### src/rtl/id_ex_pipeline_reg.sv
// ID/EX pipeline register: decoded instruction to EX, with WB snoop, flush bubble and optional perf counters (ID_EX_PERF_CNT_EN).
// Latency: 1 cycle ID_* -> ID_EX_*; ID_hold is combinational (EX_stall & ~flush).
// Backpressure: EX_stall freezes contents (operand data still snooped from WB); flush overrides stall with a bubble.
module id_ex_pipeline_reg #(
    parameter int XLEN   = 32,
    parameter int REG_AW = 5,
    parameter int CNT_W  = 32
) (
    input  logic              clk,
    input  logic              rst_n,
    input  logic              ID_valid,
    input  logic [XLEN-1:0]   ID_pc,
    input  logic [REG_AW-1:0] ID_rs1,
    input  logic [REG_AW-1:0] ID_rs2,
    input  logic [REG_AW-1:0] ID_rd,
    input  logic [XLEN-1:0]   ID_rs1_data,
    input  logic [XLEN-1:0]   ID_rs2_data,
    input  logic [XLEN-1:0]   ID_imm,
    input  logic [6:0]        ID_opcode,
    input  logic [2:0]        ID_funct3,
    input  logic [6:0]        ID_funct7,
    input  logic              ID_regwrite,
    input  logic              ID_memtoreg,
    input  logic              ID_memwrite,
    input  logic              ID_alusrc,
    input  logic              EX_stall,
    input  logic              flush,
    input  logic              WB_regwrite,
    input  logic [REG_AW-1:0] WB_rd,
    input  logic [XLEN-1:0]   WB_data,
    output logic              ID_EX_valid,
    output logic [XLEN-1:0]   ID_EX_pc,
    output logic [REG_AW-1:0] ID_EX_rs1,
    output logic [REG_AW-1:0] ID_EX_rs2,
    output logic [REG_AW-1:0] ID_EX_rd,
    output logic [XLEN-1:0]   ID_EX_rs1_data,
    output logic [XLEN-1:0]   ID_EX_rs2_data,
    output logic [XLEN-1:0]   ID_EX_imm,
    output logic [6:0]        ID_EX_opcode,
    output logic [2:0]        ID_EX_funct3,
    output logic [6:0]        ID_EX_funct7,
    output logic              ID_EX_regwrite,
    output logic              ID_EX_memtoreg,
    output logic              ID_EX_memwrite,
    output logic              ID_EX_alusrc,
    output logic              ID_hold,
    output logic [CNT_W-1:0]  stall_cycles,
    output logic [CNT_W-1:0]  flush_count
);

    // Everything the EX stage sees, kept together so a bubble is simply '0.
    typedef struct packed {
        logic              valid;
        logic [XLEN-1:0]   pc;
        logic [REG_AW-1:0] rs1;
        logic [REG_AW-1:0] rs2;
        logic [REG_AW-1:0] rd;
        logic [XLEN-1:0]   rs1_data;
        logic [XLEN-1:0]   rs2_data;
        logic [XLEN-1:0]   imm;
        logic [6:0]        opcode;
        logic [2:0]        funct3;
        logic [6:0]        funct7;
        logic              regwrite;
        logic              memtoreg;
        logic              memwrite;
        logic              alusrc;
    } id_ex_t;

    id_ex_t            stage_q;
    id_ex_t            load_dat;
    logic [XLEN-1:0]   hold_rs1_dat;
    logic [XLEN-1:0]   hold_rs2_dat;
    logic              wb_vld;

    // x0 writes are architecturally discarded, so they must never be snooped.
    assign wb_vld  = WB_regwrite && (WB_rd != '0);

    // The front end freezes only when the stall is not being overridden by a flush.
    assign ID_hold = EX_stall & ~flush;

    // Build the value captured on a normal advance, forwarding a same-cycle WB write.
    always_comb begin
        load_dat = '0;
        if (ID_valid) begin
            load_dat.valid    = 1'b1;
            load_dat.pc       = ID_pc;
            load_dat.rs1      = ID_rs1;
            load_dat.rs2      = ID_rs2;
            load_dat.rd       = ID_rd;
            load_dat.rs1_data = (wb_vld && WB_rd == ID_rs1) ? WB_data : ID_rs1_data;
            load_dat.rs2_data = (wb_vld && WB_rd == ID_rs2) ? WB_data : ID_rs2_data;
            load_dat.imm      = ID_imm;
            load_dat.opcode   = ID_opcode;
            load_dat.funct3   = ID_funct3;
            load_dat.funct7   = ID_funct7;
            load_dat.regwrite = ID_regwrite && (ID_rd != '0);
            load_dat.memtoreg = ID_memtoreg;
            load_dat.memwrite = ID_memwrite;
            load_dat.alusrc   = ID_alusrc;
        end
    end

    // Refresh held operands with any WB write to the held source registers.
    always_comb begin
        hold_rs1_dat = stage_q.rs1_data;
        hold_rs2_dat = stage_q.rs2_data;
        if (wb_vld && WB_rd == stage_q.rs1) hold_rs1_dat = WB_data;
        if (wb_vld && WB_rd == stage_q.rs2) hold_rs2_dat = WB_data;
    end

    // Stage register: reset, then flush, then stall (with snoop), then load.
    always_ff @(posedge clk) begin
        if (!rst_n) begin
            stage_q <= '0;
        end else if (flush) begin
            stage_q <= '0;
        end else if (EX_stall) begin
            stage_q.rs1_data <= hold_rs1_dat;
            stage_q.rs2_data <= hold_rs2_dat;
        end else begin
            stage_q <= load_dat;
        end
    end

    assign ID_EX_valid    = stage_q.valid;
    assign ID_EX_pc       = stage_q.pc;
    assign ID_EX_rs1      = stage_q.rs1;
    assign ID_EX_rs2      = stage_q.rs2;
    assign ID_EX_rd       = stage_q.rd;
    assign ID_EX_rs1_data = stage_q.rs1_data;
    assign ID_EX_rs2_data = stage_q.rs2_data;
    assign ID_EX_imm      = stage_q.imm;
    assign ID_EX_opcode   = stage_q.opcode;
    assign ID_EX_funct3   = stage_q.funct3;
    assign ID_EX_funct7   = stage_q.funct7;
    assign ID_EX_regwrite = stage_q.regwrite;
    assign ID_EX_memtoreg = stage_q.memtoreg;
    assign ID_EX_memwrite = stage_q.memwrite;
    assign ID_EX_alusrc   = stage_q.alusrc;

`ifdef ID_EX_PERF_CNT_EN
    logic [CNT_W-1:0] stall_cnt_q;
    logic [CNT_W-1:0] flush_cnt_q;

    // Saturating event counters; a flush cycle is not counted as a stall.
    always_ff @(posedge clk) begin
        if (!rst_n) begin
            stall_cnt_q <= '0;
            flush_cnt_q <= '0;
        end else begin
            if (EX_stall && !flush && stall_cnt_q != '1)
                stall_cnt_q <= stall_cnt_q + CNT_W'(1);
            if (flush && flush_cnt_q != '1)
                flush_cnt_q <= flush_cnt_q + CNT_W'(1);
        end
    end

    assign stall_cycles = stall_cnt_q;
    assign flush_count  = flush_cnt_q;
`else
    assign stall_cycles = '0;
    assign flush_count  = '0;
`endif

endmodule

### config.mk
export PLATFORM = sky130hd
export DESIGN_NAME = id_ex_pipeline_reg
export DESIGN_NICKNAME = d
export VERILOG_FILES = /design/src/rtl/id_ex_pipeline_reg.sv
export SDC_FILE = /design/constraint.sdc
export NUM_CORES = 1
export LEC_CHECK = 0
export CORE_AREA = 2 2 168 170
export CTS_BUF_LIST = sky130_fd_sc_hd__clkbuf_8
export CTS_CLUSTER_DIAMETER = 40
export CTS_CLUSTER_SIZE = 16
export DETAILED_ROUTE_END_ITERATION = 10
export DIE_AREA = 0 0 170 172
export DONT_BUFFER_PORTS = 1
export PLACE_DENSITY = 0.38
export SYNTH_ARGS = -nofsm -noshare
export SYNTH_HDL_FRONTEND = slang
export SYNTH_SLANG_ARGS = --single-unit
### constraint.sdc
create_clock -name clk -period 2.27 [get_ports clk]
set_input_delay 0.227 -clock clk [delete_from_list [all_inputs] [get_ports clk]]
set_output_delay 0.227 -clock clk [all_outputs]
set_load 0.1 [all_outputs]
* Yosys cells after proc, flatten, opt, wreduce, memory -nomap -nowiden
Cells that the tools add are included.
** Word-level totals
- Logic and storage cells :: 39
- Output and inout port bits :: 230
- Register bits after elaboration :: 165
** Cells by class
- Equal/unequal tests :: 6
- Reduce and logical (&&, ||, !) cells :: 9
- Bitwise gates (word level) :: 3
- Muxes and demuxes :: 6
** Operators with widths (number)
- 165-bit two-way mux :: 1
- 32-bit two-way mux :: 4
- 64-bit two-way mux :: 1
- 5-bit equality test :: 4
- 5-bit nonzero test :: 2
- 1-bit logical AND :: 6
- 2-bit by 1-bit inequality test with 1-bit output, second input constant :: 2
- 1-bit inverter :: 2
- 2-bit OR reduction :: 1
- 1-bit bitwise AND :: 1

* Logic depth before layout (Yosys ltp)
- Word-level depth :: 6
- Gate-level depth with buffers :: 7
- Mapped depth without buffers :: 5

* Least setup slack after synthesis
No wires, ideal clock.
- Path kind :: register to register
- Start point :: register stage_q (netlist bit ID_EX_rs1[0])
- End point :: register stage_q (netlist bit ID_EX_rs1_data[10])
- Required time :: 2.203 ns
- Cell stages (with the launch flop) :: 7
- Clock period less this slack :: 2.311 ns
- Arrival time :: 2.244 ns
- Slack :: -0.041 ns
- Setup time :: 0.067 ns
- Cell sequence :: dfxtp_1 xnor2_1 nand2_1 o41ai_1 clkbuf_1 o21ai_0 nor2_1
** Between the ends
- Word-level cells in the longest chain between the ends :: 3
** RTL lines
- start, declared :: RTL line 70 : id_ex_t stage_q;
- start signal, assigned :: RTL line 122 : stage_q <= load_dat;
- 5-bit equality test :: RTL line 108 : if (wb_vld && WB_rd == stage_q.rs1) hold_rs1_dat = WB_data;
- 1-bit logical AND :: RTL line 108
- 2-bit by 1-bit inequality test with 1-bit output (no source line)
No other way between the ends.
A chain may end at the register's enable or synchronous reset.

* Worst setup path after layout
- Start point :: register stage_q (netlist bit ID_EX_rs2[0])
- End point :: register stage_q (netlist bit ID_EX_rs2_data[26])
** Between the ends
- Word-level cells in the longest chain between the ends :: 3
** RTL lines
- 5-bit equality test :: RTL line 109 : if (wb_vld && WB_rd == stage_q.rs2) hold_rs2_dat = WB_data;
- 1-bit logical AND :: RTL line 109
- 2-bit by 1-bit inequality test with 1-bit output (no source line)
No other way between the ends.

==> reports/results.ini <==
[global_routing]
antenna_found_initial = 0
grt_max_degree = 101
grt_pass1_wl_um = 40600
grt_usage_pct = 18.3
grt_pass1_vias = 6981
grt-ovfl-total = 0

[floorplanning]
die_h_um = 172
top_level_ports = 437
fp.dieArea_um2 = 29200
start_util_pct = 25.2
placementRows = 61
fp.coreArea_um2 = 27500
die_w_um = 170

[worst_setup_path]
arrival_ps = 2580
start_kind = register
endpoint_kind = register
cp.required_ps = 2620
path_max_fanout = 32
crit_type = register to register
crit_path_max_incr_delay_ps = 600
cp_slowest_cell = dlygate4sd3_1
path_cells = xnor2_1 > nand3_2 > o31a_2 > buf_12 > a221oi_2 > dlygate4sd3_1 > nor2_1
rrSetupSlack_ps = 40

[sta]
hold_violations = 0
final_max_slew_viol_count = 0
tightest_slew_ps = 967
setup-tns-final_ps = 0
layout_setup_ws_ps = 43.5
skew_ps = 19.4
slew_headroom_pct = 35.6
min_period_ps = 2230
post-route-period-util_pct = 98.1
setup_viol = 0
fmax_mhz = 449

[placement]
place_ws_ps = 70.6
routabilityCongestion = 0.783
dp_cells = 1197
io_buffers = 0
place_hpwl_um = 18500

[synthesis]
synth_area_per_cell_um2 = 9.34
netlist_instances = 742
synth-edff-count = 0
synth_cell_type_count = 33
yosys_warnings = 0
ys_seq_elements = 165
synthFlopType = dfxtp_1
yosysSeqAreaShare_pct = 47.7
ys_async_sr_fraction_pct = 0
syn_area_um2 = 6930

[clock_tree]
cts_tree = done
numCtsBuffers = 17
root_buffer = clkbuf_8
clk_pin_slew_worst_paths_ps = 100
cts_sinks = 165
insertion_delay_ps = 460
cts_max_path_buffers = 2
cts_max_level = 4

[power_and_ir_drop]
power.switching_fraction_pct = 40.4
p_comb_share_pct = 29.1
ir_drop_uv = 340
switchingPower_w = 0.00297
pwr-share-clk_pct = 29.9
p_seq_share_pct = 41.0
p_int_w = 0.00438
p_per_area_nw_per_um2 = 673
power_w = 0.00735
p_leak_nw = 4.45

[finish]
drive_gt1_share_pct = 23.3
num-fill-cells = 2654
final_cells = 1450
syn_to_final_growth_pct = 57.6
diodes = 0
seq_area_um2 = 3310
multi_input_area_um2 = 3120
final_nets = 1298

[detailed_routing]
wl_um = 28600
drc_errors = 0
routedWlPerCell_um = 19.7
dr.pass1.iters = 5
drtIter0Drc = 370
via_count = 7078
vias_per_cell = 4.88
antenna_left = 0

[status]
outcome = complete, no violations

[job]
drv_cap = 0

[worst_hold_path]
min_path_type = input pin to register

-- final timing paths --
check                      from                  to  cells past startpoint
max                ID_EX_rs2[0]  ID_EX_rs2_data[26]                      7
min                    ID_rd[4]      ID_EX_regwrite                      2
max reg2reg        ID_EX_rs2[0]  ID_EX_rs2_data[26]                      7
min reg2reg  ID_EX_rs1_data[30]  ID_EX_rs1_data[30]                      2
-- sequential cells by signal, summed over array words and instances, names as in the netlist, 3 cells and up --
| signal | cells |
|---|---|
| ID_EX_opcode | 7 |
| ID_EX_rs2 | 5 |
| ID_EX_imm | 32 |
| ID_EX_rs1_data | 32 |
| ID_EX_rs1 | 5 |
| ID_EX_rd | 5 |
| ID_EX_funct7 | 7 |
| ID_EX_funct3 | 3 |
| ID_EX_pc | 32 |
| ID_EX_rs2_data | 32 |
-- layout by cell type, fill, tap and decap left out --
cell and instances:
a21oi_1 2, a221oi_1 34, a221oi_2 30, a22oi_1 99, a31oi_4 1, a41o_4 1
and2_1 1, buf_12 6, buf_16 1, buf_4 174, clkbuf_8 17, clkinv_4 4
clkinv_8 3, conb_1 64, dfxtp_1 163, dfxtp_2 2, dlygate4sd3_1 220, inv_1 3
inv_6 3, inv_8 4, nand2_1 6, nand2b_4 1, nand3_2 1, nand4_1 1
nor2_1 164, nor2_2 1, nor2_4 1, nor2b_4 1, o211a_1 1, o211ai_1 2
o21a_1 1, o21ai_0 65, o31a_2 1, o31ai_4 2, o41a_2 1, o41ai_2 1
or4_1 1, or4_4 1, xnor2_1 17, xor2_1 3
-- logic make-up after synthesis --
| family | after synthesis | synth area share, % |
|---|---|---|
| AO/OA/AOI/OAI | 241 | 28.0 |
| AND/OR/NAND/NOR | 179 | 10.0 |
| flip-flops | 165 | 47.7 |
| buffers and inverters | 136 | 11.7 |
| XOR/XNOR | 20 | 2.53 |
| other | 1 | 0.0541 |
-- cells in the mapped netlist, types with 2 or more instances --
| master | count | area share, % |
|---|---|---|
| a21oi_1 | 2 | 0.14 |
| o31ai_1 | 2 | 0.22 |
| a221oi_1 | 34 | 4.3 |
| xor2_1 | 3 | 0.38 |
| a22oi_1 | 99 | 11 |
| clkbuf_1 | 48 | 2.6 |
| o21ai_0 | 65 | 4.7 |
| a221oi_2 | 30 | 6.5 |
| dfxtp_1 | 165 | 48 |
| xnor2_1 | 17 | 2.1 |
| buf_4 | 67 | 7.3 |
| nand2_1 | 6 | 0.33 |
| nor2_1 | 166 | 9.0 |
| buf_1 | 4 | 0.22 |
| inv_1 | 2 | 0.11 |
| o211ai_1 | 2 | 0.22 |
| buf_6 | 5 | 0.81 |
| buf_2 | 10 | 0.72 |
-- critical path, delay by kind of cell, from the launching register on --
| family | cells | cell delay [ps] |
|---|---|---|
| AND/OR/NAND/NOR | 2 | 220 |
| buffers and inverters | 2 | 800 |
| flip-flops | 1 | 340 |
| XOR/XNOR | 1 | 200 |
| AO/OA/AOI/OAI | 2 | 550 |
-- routing by layer --
| layer | part of all wire, % | routed length (um) | GRT usage, % |
|---|---|---|---|
| met5 | 0 | 0 | 0 |
| met4 | 1.6 | 450 | 5.57 |
| met3 | 8.8 | 2520 | 5.77 |
| met2 | 52 | 14900 | 34.7 |
| met1 | 38 | 10700 | 19.4 |
-- metrics by stage --
stage / hold WS [ps] / util, % / cell area [um2]
finish: 51.1 / 39.7 / 10900
floorplan: 371 / - / 7170
detailed placement: 380 / 30.2 / 8290
CTS: 1.20 / 39.7 / 10900
global placement: 372 / 30.2 / 8290
global route: 36.5 / 39.7 / 10900
-- timing repair --
action                     CTS  global route
setup buffers                0             0
hold endpoints to repair   164             0
hold buffers               221             0
resized for setup            0             1
setup endpoints to repair    0            26
-- power groups by stage --
stage | logic, W | clock network (W) | registers (W)
final | 0.00214 | 0.00220 | 0.00301
after floorplan | 0.000959 | 0 | 0.00370
after global placement | 0.00173 | 0 | 0.00308
after global routing | 0.00222 | 0.00242 | 0.00302
after CTS | 0.00212 | 0.00231 | 0.00301
after detailed placement | 0.00175 | 0 | 0.00308
-- area by class of cell --
type	instances	share of cell area, %
timing repair buffer	401	33.5
sequential	165	30.3
multi-input combinational	504	28.6
tap	346	3.97
clock buffer	17	2.14
clock inverter	15	1.46
inverter	2	0.0688
Note: power is estimated with default switching activity, not from simulation.
